<file path="config.mk">
export PLATFORM = sky130hd
export DESIGN_NAME = dsc_byp_c2h
export DESIGN_NICKNAME = d
export VERILOG_FILES = /design/src/rtl/dsc_byp_c2h.sv
export SDC_FILE = /design/constraint.sdc
export NUM_CORES = 1
export LEC_CHECK = 0
export ABC_CLOCK_PERIOD_IN_PS = 3000
export CAP_MARGIN = 20
export CELL_PAD_IN_SITES_DETAIL_PLACEMENT = 1
export CELL_PAD_IN_SITES_GLOBAL_PLACEMENT = 1
export CORE_MARGIN = 2
export CORE_UTILIZATION = 30
export CTS_BUF_LIST = sky130_fd_sc_hd__clkbuf_16
export DETAILED_ROUTE_END_ITERATION = 8
export PLACE_DENSITY = 0.72
export SLEW_MARGIN = 10
export SYNTH_ARGS = -nofsm -noshare
export SYNTH_HDL_FRONTEND = slang
export SYNTH_SLANG_ARGS = --single-unit
</file>
<file path="constraint.sdc">
create_clock -name i_user_clk -period 3 [get_ports i_user_clk]
set_clock_uncertainty 0.2 [all_clocks]
set_input_delay 0.75 -clock i_user_clk [delete_from_list [all_inputs] [get_ports i_user_clk]]
set_output_delay 0.75 -clock i_user_clk [all_outputs]
set_load 0.05 [all_outputs]
</file>
<file path="src/rtl/dsc_byp_c2h.sv">
// -----------------------------------------------------------------------------
// dsc_byp_c2h
//   C2H descriptor-bypass loopback. Descriptors the QDMA emits on
//   c2h_byp_out_* are consumed and, when bypass is enabled, returned on the MM
//   (c2h_byp_in_mm_*) or ST cache (c2h_byp_in_st_csh_*) bypass-in port.
//   Each return path sits behind a registered 2-entry skid buffer, so there is
//   never a combinational vld->rdy path around the loop. Marker responses are
//   consumed and reported as 1-cycle pulses; a user marker request is attached
//   to the next MM descriptor that gets buffered. Per-path wrap-around
//   counters track bypass-in hand-offs.
//
// Ports
//   i_user_clk / i_user_reset        clock, synchronous active-high reset
//   i_c2h_dsc_bypass                 1: loop back, 0: consume and drop
//   i_c2h_mm_marker_req              pulse, mark the next MM descriptor
//   o_c2h_mm/st_marker_rsp           pulse, marker response accepted
//   i_c2h_byp_out_*                  descriptor in (vld/rdy)
//   o_c2h_byp_in_mm_*                MM descriptor out (vld/rdy)
//   o_c2h_byp_in_st_csh_*            ST cache descriptor out (vld/rdy)
//   o_c2h_mm/st_dsc_cnt              bypass-in hand-off counters
// -----------------------------------------------------------------------------
module dsc_byp_c2h #(
  parameter int CNT_W = 32
) (
  input  logic               i_user_clk,
  input  logic               i_user_reset,
  input  logic               i_c2h_dsc_bypass,
  input  logic               i_c2h_mm_marker_req,
  output logic               o_c2h_mm_marker_rsp,
  output logic               o_c2h_st_marker_rsp,
  input  logic [255:0]       i_c2h_byp_out_dsc,
  input  logic               i_c2h_byp_out_st_mm,
  input  logic               i_c2h_byp_out_mrkr_rsp,
  input  logic               i_c2h_byp_out_error,
  input  logic [10:0]        i_c2h_byp_out_qid,
  input  logic [7:0]         i_c2h_byp_out_func,
  input  logic [15:0]        i_c2h_byp_out_cidx,
  input  logic [2:0]         i_c2h_byp_out_port_id,
  input  logic [6:0]         i_c2h_byp_out_pfch_tag,
  input  logic               i_c2h_byp_out_vld,
  output logic               o_c2h_byp_out_rdy,
  output logic [63:0]        o_c2h_byp_in_mm_radr,
  output logic [63:0]        o_c2h_byp_in_mm_wadr,
  output logic [27:0]        o_c2h_byp_in_mm_len,
  output logic               o_c2h_byp_in_mm_mrkr_req,
  output logic               o_c2h_byp_in_mm_sdi,
  output logic               o_c2h_byp_in_mm_no_dma,
  output logic               o_c2h_byp_in_mm_error,
  output logic [10:0]        o_c2h_byp_in_mm_qid,
  output logic [7:0]         o_c2h_byp_in_mm_func,
  output logic [15:0]        o_c2h_byp_in_mm_cidx,
  output logic [2:0]         o_c2h_byp_in_mm_port_id,
  output logic               o_c2h_byp_in_mm_vld,
  input  logic               i_c2h_byp_in_mm_rdy,
  output logic [63:0]        o_c2h_byp_in_st_csh_addr,
  output logic [10:0]        o_c2h_byp_in_st_csh_qid,
  output logic [7:0]         o_c2h_byp_in_st_csh_func,
  output logic [2:0]         o_c2h_byp_in_st_csh_port_id,
  output logic [6:0]         o_c2h_byp_in_st_csh_pfch_tag,
  output logic               o_c2h_byp_in_st_csh_error,
  output logic               o_c2h_byp_in_st_csh_vld,
  input  logic               i_c2h_byp_in_st_csh_rdy,
  output logic [CNT_W-1:0]   o_c2h_mm_dsc_cnt,
  output logic [CNT_W-1:0]   o_c2h_st_dsc_cnt
);

  typedef struct packed {
    logic [63:0] radr;
    logic [63:0] wadr;
    logic [27:0] len;
    logic        mrkr_req;
    logic        sdi;
    logic        error;
    logic [10:0] qid;
    logic [7:0]  func;
    logic [15:0] cidx;
    logic [2:0]  port_id;
  } mm_beat_t;

  typedef struct packed {
    logic [63:0] addr;
    logic [10:0] qid;
    logic [7:0]  func;
    logic [2:0]  port_id;
    logic [6:0]  pfch_tag;
    logic        error;
  } st_beat_t;

  // Buffer state: main register drives the port, skid register catches one
  // extra beat. A buffer is full exactly when its skid entry is occupied.
  logic       r_mm_vld, r_mm_skid_vld;
  mm_beat_t   r_mm_main, r_mm_skid;
  logic       r_st_vld, r_st_skid_vld;
  st_beat_t   r_st_main, r_st_skid;
  logic       r_mrkr_pend;
  logic [CNT_W-1:0] r_mm_cnt, r_st_cnt;

  logic       w_acc, w_fwd, w_mm_push, w_st_push, w_mm_pop, w_st_pop;
  mm_beat_t   w_mm_beat;
  st_beat_t   w_st_beat;
  logic       w_unused_dsc;

  // Descriptor bits that neither return path carries.
  assign w_unused_dsc = ^{i_c2h_byp_out_dsc[255:192], i_c2h_byp_out_dsc[127:95],
                          i_c2h_byp_out_dsc[93:92]};

  // Upstream ready: markers and dropped descriptors never need buffer space.
  always_comb begin
    o_c2h_byp_out_rdy = 1'b0;
    if (i_user_reset) begin
      o_c2h_byp_out_rdy = 1'b0;
    end else if (i_c2h_byp_out_mrkr_rsp || !i_c2h_dsc_bypass) begin
      o_c2h_byp_out_rdy = 1'b1;
    end else if (i_c2h_byp_out_st_mm) begin
      o_c2h_byp_out_rdy = ~r_mm_skid_vld;
    end else begin
      o_c2h_byp_out_rdy = ~r_st_skid_vld;
    end
  end

  assign w_acc     = i_c2h_byp_out_vld & o_c2h_byp_out_rdy;
  assign w_fwd     = w_acc & ~i_c2h_byp_out_mrkr_rsp & i_c2h_dsc_bypass;
  assign w_mm_push = w_fwd & i_c2h_byp_out_st_mm;
  assign w_st_push = w_fwd & ~i_c2h_byp_out_st_mm;
  assign w_mm_pop  = r_mm_vld & i_c2h_byp_in_mm_rdy;
  assign w_st_pop  = r_st_vld & i_c2h_byp_in_st_csh_rdy;

  assign o_c2h_mm_marker_rsp = w_acc & i_c2h_byp_out_mrkr_rsp & i_c2h_byp_out_st_mm;
  assign o_c2h_st_marker_rsp = w_acc & i_c2h_byp_out_mrkr_rsp & ~i_c2h_byp_out_st_mm;

  // Field mapping from the raw descriptor into the two beat formats.
  always_comb begin
    w_mm_beat          = '0;
    w_mm_beat.radr     = i_c2h_byp_out_dsc[63:0];
    w_mm_beat.len      = i_c2h_byp_out_dsc[91:64];
    w_mm_beat.sdi      = i_c2h_byp_out_dsc[94];
    w_mm_beat.wadr     = i_c2h_byp_out_dsc[191:128];
    // A request arriving in the same cycle as the write attaches to it.
    w_mm_beat.mrkr_req = r_mrkr_pend | i_c2h_mm_marker_req;
    w_mm_beat.error    = i_c2h_byp_out_error;
    w_mm_beat.qid      = i_c2h_byp_out_qid;
    w_mm_beat.func     = i_c2h_byp_out_func;
    w_mm_beat.cidx     = i_c2h_byp_out_cidx;
    w_mm_beat.port_id  = i_c2h_byp_out_port_id;
    w_st_beat          = '0;
    w_st_beat.addr     = i_c2h_byp_out_dsc[63:0];
    w_st_beat.qid      = i_c2h_byp_out_qid;
    w_st_beat.func     = i_c2h_byp_out_func;
    w_st_beat.port_id  = i_c2h_byp_out_port_id;
    w_st_beat.pfch_tag = i_c2h_byp_out_pfch_tag;
    w_st_beat.error    = i_c2h_byp_out_error;
  end

  // MM skid buffer. Push while full cannot occur because rdy is low then.
  always_ff @(posedge i_user_clk) begin
    if (i_user_reset) begin
      r_mm_vld      <= 1'b0;
      r_mm_skid_vld <= 1'b0;
      r_mm_main     <= '0;
      r_mm_skid     <= '0;
    end else if (w_mm_pop) begin
      if (r_mm_skid_vld) begin
        r_mm_main     <= r_mm_skid;
        r_mm_skid_vld <= 1'b0;
      end else if (w_mm_push) begin
        r_mm_main <= w_mm_beat;
      end else begin
        r_mm_vld <= 1'b0;
      end
    end else if (w_mm_push) begin
      if (r_mm_vld) begin
        r_mm_skid     <= w_mm_beat;
        r_mm_skid_vld <= 1'b1;
      end else begin
        r_mm_main <= w_mm_beat;
        r_mm_vld  <= 1'b1;
      end
    end
  end

  // ST skid buffer, same structure as the MM one.
  always_ff @(posedge i_user_clk) begin
    if (i_user_reset) begin
      r_st_vld      <= 1'b0;
      r_st_skid_vld <= 1'b0;
      r_st_main     <= '0;
      r_st_skid     <= '0;
    end else if (w_st_pop) begin
      if (r_st_skid_vld) begin
        r_st_main     <= r_st_skid;
        r_st_skid_vld <= 1'b0;
      end else if (w_st_push) begin
        r_st_main <= w_st_beat;
      end else begin
        r_st_vld <= 1'b0;
      end
    end else if (w_st_push) begin
      if (r_st_vld) begin
        r_st_skid     <= w_st_beat;
        r_st_skid_vld <= 1'b1;
      end else begin
        r_st_main <= w_st_beat;
        r_st_vld  <= 1'b1;
      end
    end
  end

  // Pending marker: set by a request, cleared when an MM beat is buffered.
  // Dropped descriptors leave it set; repeated requests merge.
  always_ff @(posedge i_user_clk) begin
    if (i_user_reset) begin
      r_mrkr_pend <= 1'b0;
    end else if (w_mm_push) begin
      r_mrkr_pend <= 1'b0;
    end else if (i_c2h_mm_marker_req) begin
      r_mrkr_pend <= 1'b1;
    end
  end

  // Hand-off counters, wrapping naturally at 2^CNT_W.
  always_ff @(posedge i_user_clk) begin
    if (i_user_reset) begin
      r_mm_cnt <= '0;
      r_st_cnt <= '0;
    end else begin
      if (w_mm_pop) r_mm_cnt <= r_mm_cnt + {{(CNT_W-1){1'b0}}, 1'b1};
      if (w_st_pop) r_st_cnt <= r_st_cnt + {{(CNT_W-1){1'b0}}, 1'b1};
    end
  end

  assign o_c2h_byp_in_mm_radr         = r_mm_main.radr;
  assign o_c2h_byp_in_mm_wadr         = r_mm_main.wadr;
  assign o_c2h_byp_in_mm_len          = r_mm_main.len;
  assign o_c2h_byp_in_mm_mrkr_req     = r_mm_main.mrkr_req;
  assign o_c2h_byp_in_mm_sdi          = r_mm_main.sdi;
  assign o_c2h_byp_in_mm_no_dma       = 1'b0;
  assign o_c2h_byp_in_mm_error        = r_mm_main.error;
  assign o_c2h_byp_in_mm_qid          = r_mm_main.qid;
  assign o_c2h_byp_in_mm_func         = r_mm_main.func;
  assign o_c2h_byp_in_mm_cidx         = r_mm_main.cidx;
  assign o_c2h_byp_in_mm_port_id      = r_mm_main.port_id;
  assign o_c2h_byp_in_mm_vld          = r_mm_vld;
  assign o_c2h_byp_in_st_csh_addr     = r_st_main.addr;
  assign o_c2h_byp_in_st_csh_qid      = r_st_main.qid;
  assign o_c2h_byp_in_st_csh_func     = r_st_main.func;
  assign o_c2h_byp_in_st_csh_port_id  = r_st_main.port_id;
  assign o_c2h_byp_in_st_csh_pfch_tag = r_st_main.pfch_tag;
  assign o_c2h_byp_in_st_csh_error    = r_st_main.error;
  assign o_c2h_byp_in_st_csh_vld      = r_st_vld;
  assign o_c2h_mm_dsc_cnt             = r_mm_cnt;
  assign o_c2h_st_dsc_cnt             = r_st_cnt;

endmodule

</file>
==> flow_summary_export.csv, run 1 <==
group,metric,value,unit
critical_path,critPathKind,"reg2out",
global_routing,grt_usage,22.7,%
logic_synthesis,synth.distinct_cells,38,
layout,drive_gt1_share,8.39,%
power,p_leak,12.3,nW
critical_path,path_delay_family,"buffers and inverters",
layout,layout_common_cells,"1093 x nand2_1, 649 x dfxtp_1, 622 x a21oi_1",
logic_synthesis,synth-edff-count,0,
logic_synthesis,async_flop_share,0,%
critical_path,crit_start,"o_c2h_byp_in_st_csh_vld$_SDFFE_PP0P_",
global_routing,antenna_found_initial,8,
logic_synthesis,ys.flop_type,"dfxtp_1",
min_path,hp-start,"r_mm_skid[109]$_SDFFE_PP0P_",
logic_synthesis,synth-seq-cells,651,
clock_tree,cts_tree,"done",
sta,rsz0062_at_grt,"no",
power,p_per_area,514,nW/um^2
critical_path,critPathRequiredTime,2.05,ns
detailed_routing,totalWireLength,105000,um
logic_synthesis,synthesis.nets,3636,
floorplanning,initial_core_util,30.2,%
place,io_buffers,571,
global_routing,grt_pass1_vias,27000,
clock_tree,clkSlewWorstSetupHoldPaths,0.05,ns
sta,worstMarginPinSlew,0.985,ns
clock_tree,clk_path_buf_depth,3,
floorplanning,fp.dieH,300,um
flow_run,maxCapViolations,0,
critical_path,reg2reg_to,"o_c2h_byp_in_mm_len[0]$_SDFFE_PP0P_",
floorplanning,num_rows,108,
critical_path,path_max_fanout,7,
logic_synthesis,synth_area_leaders,"dfxtp_1 50%, nand2_1 16%, a21oi_1 12%, a311oi_1 9.7%, clkbuf_1 3.5%",
logic_synthesis,synthCells,3321,
layout,fin_area,37000,sq um
sta,max_freq,341,MHz
layout,seqCellArea,13000,sq um
global_routing,grt_pass1_wl,162000,um
clock_tree,clock_latency,0.63,ns
clock_tree,root_buffer,"clkbuf_16",
place,hpwlAfterDp,71000,um
place,place_congestion,0.808,
sta,final_hold_viol_count,0,
logic_synthesis,ys_warn_count,0,
place,dpl_cell_area,34400,sq um
detailed_routing,wl_per_cell,20.8,um
critical_path,r2r_cells,8,
critical_path,cp-end-kind,"output port",
critical_path,slowest_stage,"clkdlybuf4s50_1",
min_path,holdPathStages,2,
place,dp_slack,-0.540,ns
layout,multi_input_area,11900,sq um
global_routing,grt_max_degree,195,
clock_tree,clock_sinks,651,
power,ir_worst_vdd,438,uV
sta,fin_crit_sh,97.7,%
clock_tree,cts-hold-fix-buffers,0,
sta,drv_slew,0,
layout,nets,4151,
logic_synthesis,yosysSeqAreaShare,49.7,%
detailed_routing,drt-initial-drc-count,1404,
logic_synthesis,netlist_area,26200,sq um
clock_tree,htreeDepth,3,
sta,finalCriticalPeriod,2.93,ns
floorplanning,die-width,300,um
global_routing,grt-ovfl-total,0,
clock_tree,cts_buffers,77,
sta,worst_hold_slack,0.254,ns
clock_tree,post_cts_buffers,0,
critical_path,critPathMaxStageDelay,0.94,ns
logic_synthesis,synth.top_cell.area_share,49.7,%
min_path,worstHoldPathType,"reg2reg",
critical_path,cp.buffers_inverters,1,
layout,fillers,10200,
logic_synthesis,avgSynthCellArea,7.90,sq um
layout,final_common_cell,"nand2_1",
critical_path,worstPathCellList,"clkdlybuf4s50_1",
detailed_routing,via_per_inst,5.26,
sta,worst_slack,0.0681,ns
floorplanning,die_area,89800,sq um
layout,areaGrowthSynthToFinish,41.0,%
critical_path,r2r_start,"r_mm_skid_vld$_SDFFE_PP0P_",
floorplanning,io-pin-count,672,
floorplanning,core,86800,sq um
logic_synthesis,yosysTopAreaCell,"dfxtp_1",
sta,setup_viol,0,
detailed_routing,drc_errors,0,
detailed_routing,routed-via-count,26600,
critical_path,arrival,1.98,ns
detailed_routing,antenna_left,0,
detailed_routing,firstDrtPassIters,5,
outcome,status,"complete, no violations",
sta,slew_headroom,34.3,%
critical_path,r2r_slack,0.57,ns
min_path,hold_end,"r_mm_skid[109]$_SDFFE_PP0P_",
critical_path,start_kind,"flop",
## layout make-up
type                            count  area share [%]
Antenna cell                        7          0.0473
Clock buffer                       78            5.28
Clock inverter                     62            1.58
Inverter                           11           0.112
Multi-Input combinational cell   2332            32.1
Sequential cell                   651            35.2
Tap cell                         1155            3.91
Timing Repair Buffer              763            21.7
## power breakdown
group	leakage (nW)	internal, mW	switching [mW]	total [mW]
combinational	5.75	0.392	0.553	0.945
sequential	5.24	8.66	0.0128	8.67
clock	1.31	5.46	3.95	9.41
## cells in the mapped netlist (all sizes together), types with 2 or more instances
master / n
a21o: 2
a21oi: 622
a311oi: 292
a31oi: 2
and2: 6
and3: 6
and4: 11
buf: 83
clkbuf: 244
dfxtp: 651
ha: 4
inv: 11
mux2: 2
nand2: 1094
nand3: 116
nand4: 22
nor2: 33
nor2b: 5
nor3: 2
nor4: 2
o21ai: 11
o31ai: 28
or3: 10
or4: 32
xnor2: 5
xor2: 18
## cell families (layout without fill, tap and decap cells)
kind of cell	after synthesis	count (layout)	synth area share, %
AOI/OAI and AO/OA	960	960	22.8
xor gates and xnor gates	23	23	0.768
DFF	651	651	49.7
adders and majority gates	4	4	0.191
muxes	2	2	0.0858
buffers and inverters	338	914	5.43
other	1	8	0.0143
and+or+nand+nor	1342	1342	21.0
## per-layer routing
| metal | vias up | wire (um) | GRT usage [%] |
|---|---|---|---|
| li1 | 12700 | - | - |
| met1 | 13100 | 44300 | 27.9 |
| met2 | 616 | 50300 | 38.1 |
| met3 | 177 | 6740 | 5.83 |
| met4 | 2 | 3750 | 8.70 |
| met5 | - | 15 | 0 |
## metrics by stage
| step | util [%] | setup TNS (ns) | power (mW) | cells |
|---|---|---|---|---|
| detailed placement | 39.7 | -126.06 | 9.81 | 4912 |
| CTS | 42.6 | 0 | 19.3 | 5052 |
| global route | 42.6 | 0 | 19.7 | 5059 |
| finish | 42.6 | 0 | 19.0 | 5059 |
| floorplan | - | -0.623 | 9.22 | 3321 |
| global placement | 39.7 | -118.72 | 9.81 | 4912 |
## registers in the layout (all words and copies together) (netlist names), 28 cells and up
name	cells
o_c2h_byp_in_mm_len	28
o_c2h_byp_in_mm_radr	64
o_c2h_byp_in_mm_wadr	64
o_c2h_byp_in_st_csh_addr	64
o_c2h_mm_dsc_cnt	32
o_c2h_st_dsc_cnt	32
r_mm_skid	197
r_st_skid	94
## how the worst max path moves through the flow
stage                     cells after the start                                        to  slack, ns
final                                         1                   o_c2h_byp_in_st_csh_vld       0.07
after global routing                          1                       o_c2h_st_dsc_cnt[4]       0.01
after CTS                                     1                       o_c2h_st_dsc_cnt[5]       0.02
after detailed placement                     10       o_c2h_byp_in_mm_len[0]$_SDFFE_PP0P_      -0.54
after global placement                       10  o_c2h_byp_in_st_csh_func[5]$_SDFFE_PP0P_      -0.44
after floorplan                              10     o_c2h_byp_in_mm_wadr[33]$_SDFFE_PP0P_      -0.03
## what timing repair did
| action | in CTS | in global routing |
|---|---|---|
| pin swaps | 0 | 0 |
| gates cloned | 0 | 0 |
| endpoints found under the setup margin | 3 | 6 |
| resized for setup | 4 | 2 |
Power figures use the tool's default switching activity.
==> inputs of run 2 (changes only) <==
Settings changed: SETUP_SLACK_MARGIN set to 0.3.
==> flow_summary_export.csv, run 2 (synthesis gave the netlist of run 1 again) <==
group,metric,value,unit
critical_path,arrival,1.74,ns
sta,final_hold_viol_count,0,
global_routing,met2_usage,39.5,%
global_routing,grt.met1_usage,27.8,%
critical_path,start_kind,"input port",
place,dpl_cell_area,34300,sq um
layout,layout_common_cells,"1093 x nand2_1, 648 x dfxtp_1, 622 x a21oi_1",
layout,postLayoutCoreUtil,42.2,%
detailed_routing,routed-via-count,26800,
global_routing,grt_usage,22.8,%
critical_path,cp-end-kind,"output port",
global_routing,grt_pass1_vias,27000,
power,p_leak,14.0,nW
detailed_routing,firstDrtPassIters,5,
critical_path,path_max_fanout,6,
power,p_per_area,506,nW/um^2
layout,top_register,"r_mm_skid",
global_routing,antenna_found_initial,13,
floorplanning,fp.dieH,300,um
detailed_routing,via_per_inst,5.29,
layout,reg_top3,"r_mm_skid x197, r_st_skid x94",
floorplanning,num_rows,108,
place,io_buffers,571,
sta,finalCriticalPeriod,2.69,ns
detailed_routing,wl_per_cell,21.4,um
clock_tree,clk_path_buf_depth,3,
global_routing,grt-ovfl-total,0,
critical_path,r2r_slack,0.51,ns
power,ir_worst_vdd,356,uV
layout,seqCellArea,13000,sq um
min_path,worstHoldPathType,"reg2reg",
floorplanning,io-pin-count,672,
floorplanning,die_area,89800,sq um
detailed_routing,totalWireLength,108000,um
sta,worstMarginPinSlew,1.12,ns
outcome,status,"complete, no violations",
critical_path,r2r_cells,4,
clock_tree,cts_tree,"done",
floorplanning,initial_core_util,30.2,%
flow_run,maxCapViolations,0,
global_routing,grt_max_degree,193,
clock_tree,cts_buffers,77,
global_routing,grt_use_met3,4.37,%
place,dp_slack,-0.423,ns
place,place_congestion,0.816,
layout,multi_input_area,11900,sq um
layout,areaGrowthSynthToFinish,39.4,%
layout,fillers,10300,
clock_tree,root_buffer,"clkbuf_16",
sta,rsz0062_at_grt,"yes",
sta,max_freq,372,MHz
sta,setup_viol,0,
min_path,holdPathStages,2,
clock_tree,clock_latency,0.61,ns
sta,worst_hold_slack,0.253,ns
sta,drv_slew,0,
layout,final_common_cell,"nand2_1",
detailed_routing,antenna_left,0,
clock_tree,clkSlewWorstSetupHoldPaths,0.06,ns
place,hpwlAfterDp,71800,um
floorplanning,die-width,300,um
sta,fin_crit_sh,89.7,%
floorplanning,core,86800,sq um
detailed_routing,drt-initial-drc-count,1489,
sta,slew_headroom,25.1,%
layout,nets,4151,
layout,fin_area,36600,sq um
layout,largest_reg_flops,197,
clock_tree,clock_sinks,651,
global_routing,grt.busiest_layer,"met2",
critical_path,critPathRequiredTime,2.05,ns
clock_tree,htreeDepth,3,
detailed_routing,drc_errors,0,
sta,worst_slack,0.309,ns
critical_path,critPathKind,"in2out",
global_routing,grt_pass1_wl,163000,um
layout,drive_gt1_share,8.40,%
run 2: worst paths after layout:
path	endpoint	from
max	o_c2h_byp_out_rdy	i_c2h_byp_out_st_mm
min	r_mm_skid[80]$_SDFFE_PP0P_	r_mm_skid[80]$_SDFFE_PP0P_
max reg2reg	o_c2h_st_dsc_cnt[31]$_SDFFE_PP0P_	o_c2h_st_dsc_cnt[8]$_SDFFE_PP0P_
min reg2reg	r_mm_skid[80]$_SDFFE_PP0P_	r_mm_skid[80]$_SDFFE_PP0P_
run 2: cell type report:
cell class	instances	area share, %
Tap cell	1155	3.95
Sequential cell	651	35.6
Inverter	11	0.113
Multi-Input combinational cell	2332	32.6
Clock inverter	59	0.985
Antenna cell	7	0.0479
Timing Repair Buffer	763	21.2
Clock buffer	79	5.40
run 2: report_power, final:
group          internal (mW)  switching, mW
Sequential              8.66         0.0133
Combinational          0.417          0.578
Clock                   5.02           3.83
run 2: critical path, cell delays in order:
cell             delay [ns]
clkdlybuf4s15_2        0.27
nand2_1                0.12
o21ai_1                0.08
buf_4                  0.16
a31oi_4                0.20
buf_12                 0.16
run 2: stage by stage:
stage	TNS (ns)	power [mW]	cells
2_1_floorplan	0	9.23	3321
3_3_place_gp	-76.83	9.81	4897
3_5_place_dp	-104.14	9.82	4897
4_1_cts	0	18.7	5039
5_1_grt	0	19.2	5057
6_report	0	18.5	5057
run 2: repair_timing:
action,CTS,global route
setup buffers,2,6
pin swaps,1,24
hold buffers,0,0
cloned,2,5
hold endpoints to repair,0,0
setup endpoints to repair,390,267
resized for setup,367,21
run 2: per-layer routing:
metal	routed length [um]	part of all wire, %
met1	44500	41
met4	3960	3.7
met5	57	0.053
met2	53700	50
met3	5850	5.4
==> inputs of run 3 (changes only) <==
Settings changed: CAP_MARGIN 20 to not set, GPL_ROUTABILITY_DRIVEN set to 0.
==> results of run 3 <==
Same layout as run 2: the final DEF is identical, and so are final timing and power.
